===== config.mk =====
export PLATFORM = sky130hd
export DESIGN_NAME = seq_divider
export DESIGN_NICKNAME = d
export VERILOG_FILES = /design/src/rtl/seq_divider.sv
export SDC_FILE = /design/constraint.sdc
export NUM_CORES = 1
export LEC_CHECK = 0
export CAP_MARGIN = 40
export CELL_PAD_IN_SITES_DETAIL_PLACEMENT = 1
export CELL_PAD_IN_SITES_GLOBAL_PLACEMENT = 1
export CORE_UTILIZATION = 47
export CTS_CLUSTER_DIAMETER = 150
export DETAILED_ROUTE_END_ITERATION = 7
export PLACE_DENSITY = 0.89
export SLEW_MARGIN = 25
export SYNTH_ARGS = -nofsm -noshare
export SYNTH_HDL_FRONTEND = slang
export SYNTH_SLANG_ARGS = --single-unit

===== constraint.sdc =====
create_clock -name clk -period 10.5 [get_ports clk]
set_input_delay 2.1 -clock clk [delete_from_list [all_inputs] [get_ports clk]]
set_output_delay 2.1 -clock clk [all_outputs]
set_load 0.01 [all_outputs]

===== src/rtl/seq_divider.sv =====
// Sequential signed divider: 64-bit dividend / 32-bit divisor, radix-2 restoring,
// one quotient bit per clock, valid/ready handshakes on both sides.
module seq_divider #(
  parameter int unsigned DW = 64,
  parameter int unsigned VW = 32
) (
  input  logic          clk,
  input  logic          rst_n,
  input  logic          in_valid,
  output logic          in_ready,
  input  logic [DW-1:0] dividend,
  input  logic [VW-1:0] divisor,
  output logic          out_valid,
  input  logic          out_ready,
  output logic [DW-1:0] quotient,
  output logic [VW-1:0] remainder,
  output logic          div_by_zero,
  output logic          overflow
);

  localparam int unsigned CW = $clog2(DW);

  typedef enum logic [1:0] {IDLE, CALC, DONE} state_t;

  state_t        state;
  logic [DW-1:0] dq;        // dividend bits shift out of the top, quotient bits shift in
  logic [VW-1:0] rem;
  logic [VW:0]   dvs_abs;
  logic          sign_q;
  logic          sign_r;
  logic          zero_div;
  logic          ovf_pend;
  logic [VW-1:0] raw_lo;
  logic [CW-1:0] count;

  logic [VW:0]   shifted;
  logic [VW:0]   diff;
  logic          qbit;
  logic [VW-1:0] rem_next;
  logic [DW-1:0] dq_next;
  logic [DW-1:0] dividend_abs;
  logic [VW:0]   divisor_abs;

  always_comb begin
    shifted      = {rem, dq[DW-1]};
    // partial remainder < 2*|divisor| <= 2^32, so bit VW of the difference is its sign
    diff         = shifted - dvs_abs;
    qbit         = ~diff[VW];
    rem_next     = qbit ? diff[VW-1:0] : shifted[VW-1:0];
    dq_next      = {dq[DW-2:0], qbit};
    dividend_abs = dividend[DW-1] ? -dividend : dividend;
    divisor_abs  = divisor[VW-1] ? -{divisor[VW-1], divisor} : {1'b0, divisor};
  end

  always_ff @(posedge clk or negedge rst_n) begin
    if (!rst_n) begin
      state       <= IDLE;
      in_ready    <= 1'b0;
      out_valid   <= 1'b0;
      quotient    <= '0;
      remainder   <= '0;
      div_by_zero <= 1'b0;
      overflow    <= 1'b0;
      dq          <= '0;
      rem         <= '0;
      dvs_abs     <= '0;
      sign_q      <= 1'b0;
      sign_r      <= 1'b0;
      zero_div    <= 1'b0;
      ovf_pend    <= 1'b0;
      raw_lo      <= '0;
      count       <= '0;
    end else begin
      case (state)
        IDLE: begin
          in_ready <= 1'b1;
          if (in_valid && in_ready) begin
            in_ready <= 1'b0;
            dq       <= dividend_abs;
            rem      <= '0;
            dvs_abs  <= divisor_abs;
            sign_q   <= dividend[DW-1] ^ divisor[VW-1];
            sign_r   <= dividend[DW-1];
            zero_div <= (divisor == '0);
            ovf_pend <= (dividend == {1'b1, {(DW-1){1'b0}}}) && (divisor == '1);
            raw_lo   <= dividend[VW-1:0];
            count    <= '0;
            state    <= CALC;
          end
        end
        CALC: begin
          // divide-by-zero takes one pass through CALC so its result appears one edge after acceptance
          if (zero_div) begin
            quotient    <= '1;
            remainder   <= raw_lo;
            div_by_zero <= 1'b1;
            overflow    <= 1'b0;
            out_valid   <= 1'b1;
            state       <= DONE;
          end else begin
            rem   <= rem_next;
            dq    <= dq_next;
            count <= count + 1'b1;
            if (count == CW'(DW - 1)) begin
              quotient    <= sign_q ? -dq_next : dq_next;
              remainder   <= sign_r ? -rem_next : rem_next;
              div_by_zero <= 1'b0;
              overflow    <= ovf_pend;
              out_valid   <= 1'b1;
              state       <= DONE;
            end
          end
        end
        DONE: begin
          if (out_ready) begin
            out_valid <= 1'b0;
            in_ready  <= 1'b1;
            state     <= IDLE;
          end
        end
        default: state <= IDLE;
      endcase
    end
  end

endmodule


==> impl_results.md <==
* 1st-pass router iterations at 5
* Total of max-cap violations at 0
* Synth area leader: dfrtp_1
* Mapped Cells at 2041
* CP top delay family: compound AO/OA/AOI/OAI gates
* Fin. Hold Viols at 0
* Sink Count at 273
* Fin Hold WS at 0.4801 ns
* Antenna violations before repair at 0
* Relative slew margins at 42.85%
* Vias per Instance at 6.425
* Setup tns final at 0 ns
* Cts repair resizes at 0
* CP bufs+invs at 2
* Achievable Freq at 0.1566 GHz
* First-pass GRT wire length at 103100 um
* Final wirelength at 65520 um
* Multi-input logic area at 9842 um^2
* Min-delay worst type: reg -> reg
* Status: finished, final reports clean
* Post-synthesis register bit count at 273
* Crit path capture type: flop
* Post-DP HPWL at 47550 um
* Worst skew pair latency at 0.60 ns
* Num rows at 69
* Hold-fix buffers, CTS at 0
* Sequential cell area at 6832 um^2
* Synthesis-to-finish area growth at 21.22%
* TritonCTS clock tree: done
* Final Total Pwr at 8.018 mW
* Critical Path AT at 6.82 ns
* Max Slew Vio Count at 0
* Total track usage at 34.65%
* Die ar. at 37530 um^2
* Grt ovf at 0
* H-tree depth at 1
* First-iteration detailed-routing DRC count at 1546
* Critical path required time at 10.94 ns
* Crit-path max FO at 10
* Syn Nets at 2180
* Filler cells at 4191
* Vias in the first global route at 17643
* Worst vdd ir at 0.1773 mV
* Skew final at 0.02554 ns
* Ant. Diodes at 0
* Die W at 193.7 um
* Avg Inst Size Synth at 8.464 um^2
* Synth top area cells: dfrtp_1, xor2_1, o21ai_0
* Fin crit period at 6.386 ns
* Slew @ Worst Pin at 0.8573 ns
* Synth top area share at 39.55%
* Power Dens Cells at 382.9 nW/um^2
* CORE AREA at 35830 um^2
* Root Driver: clkbuf_16
* Ys async rst share at 100.0%
* Worst path cell trace: inv_1 -> ha_1 -> fa_1 -> nand2b_1 -> a211oi_2 -> o21ai_1 -> o221a_2 -> o311ai_4 -> nand2_2 -> inv_1 -> ha_1 -> nor2b_1 -> nand4_1 -> nand2b_1 -> nor3_1 -> nand2_1 -> o31ai_1 -> o21ai_0 -> xnor2_1 -> a21oi_1
* Clock transition at the registers of the reported paths at 0.06 ns
* # IOs at 200
* Count leader, synth: nand2_1
* Setup Crit Path Kind: reg -> reg
* Part of the cycle the worst path needs at 60.82%
* Post-CTS setup buffers at 0
* Final #Nets at 2332
* PortBufs at 199
* Initial Util at 48.22%
* Gpl congestion at 0.9861
* Clock Path Buffers at 3
* Startpoint types: flop
* # DRC at 0
* Reg-to-reg setup timing slack at 4.11 ns
* Share of cells above drive strength 1 at 5.458%
* Synth cell types at 76
* Pin count of the biggest net entering global routing at 140
* Vias at 17207
* Die height at 193.7 um
* Unrepaired setup endpoints after global routing: false
* Final setup violating endpoints at 0
* Largest stage delay on the critical path at 0.66 ns
* Post-synthesis cell area at 17280 um^2
* Top FF cell, synth: dfrtp_1
* Synth warnings at 0
* Sequential-to-total area share from yosys stat at 39.55%
* Placed cell area at 19690 um^2
* Most frequent cells after synthesis: nand2_1, dfrtp_1, o21ai_0
* Number of CTS-inserted buffers at 31
* Number of nets with antenna violations after routing at 0
* WL/cell at 24.47 um
* Post-synth EDFFs at 0
* Final instance area at 20940 um^2
* Leak at 8.613 nW
* Critical-path top delay cell: o31ai_1
==> layout by cell type, fill, tap and decap left out, drive strengths merged, types with 47 or more instances in the layout <==
cell type | Yosys | routed
xnor2 | 52 | 52
clkdlybuf4s50 | 0 | 197
a22oi | 72 | 72
o21ai | 244 | 244
nor2 | 139 | 139
nand2 | 278 | 278
inv | 60 | 61
dfrtp | 273 | 273
o31ai | 48 | 48
nor3 | 47 | 47
xor2 | 157 | 157
a21oi | 148 | 148
==> state kept, by name (all words and copies together) (netlist names), 2 cells and up <==
name	count
dvs_abs	33
quotient	64
rem	32
dq	64
state	2
count	6
remainder	32
raw_lo	32
==> final cells by class <==
type                    count  share of cell area (%)
clock buffers              43                   4.254
clock inverters            14                   1.141
repair buffers            229                   11.14
well taps                 461                   2.754
multi-input cells        1597                   47.00
inverters                  61                   1.093
flip-flops and latches    273                   32.62
==> metal layers <==
layer | wire length, um | share of wire, % | track usage (%) | vias up
met5 | 0 | 0 | 0 | -
met4 | 2792 | 4.3 | 14.19 | 0
met2 | 30950 | 47 | 57.47 | 718
li1 | - | - | - | 7674
met3 | 3917 | 6.0 | 3.409 | 142
met1 | 27860 | 43 | 46.46 | 8673
==> path summary, 6_finish.rpt <==
path                                   from           end  cells past startpoint
worst max-delay path                 dq[63]  quotient[58]                     20
worst min-delay path            dvs_abs[11]   dvs_abs[11]                      2
worst max register to register       dq[63]  quotient[58]                     20
worst min register to register  dvs_abs[11]   dvs_abs[11]                      2
max in group asynchronous             rst_n        dq[48]                      3
min in group asynchronous             rst_n      in_ready                      1
==> per-stage QoR <==
step | cells | utilization [%] | setup WS [ns]
after global placement | 2611 | 54.80 | 4.450
after global routing | 2678 | 58.45 | 3.778
after floorplan | 2041 | - | 5.305
after detailed placement | 2614 | 54.95 | 4.208
after CTS | 2671 | 58.11 | 4.206
final | 2678 | 58.45 | 4.114
==> cells by family after synthesis <==
logic type,after synthesis,synth area share (%)
and+or+nand+nor,649,17.62
xor gates and xnor gates,209,10.60
AOI/OAI and AO/OA,672,23.95
muxes,28,1.630
adders and majority gates,39,2.868
DFF,273,39.55
buffers and inverters,171,3.788
==> worst min-delay path: stages, from the launching register on <==
cell	delay [ns]
dfrtp_1	0.34
nand2_1	0.05
o21ai_0	0.06
==> power breakdown <==
| part | leakage, nW | internal, mW | switching, mW | total [mW] |
|---|---|---|---|---|
| clock network | 0.560 | 0.739 | 0.471 | 1.21 |
| logic | 4.77 | 1.81 | 2.92 | 4.73 |
| registers | 3.28 | 1.54 | 0.533 | 2.08 |
Power figures use the tool's default switching activity.
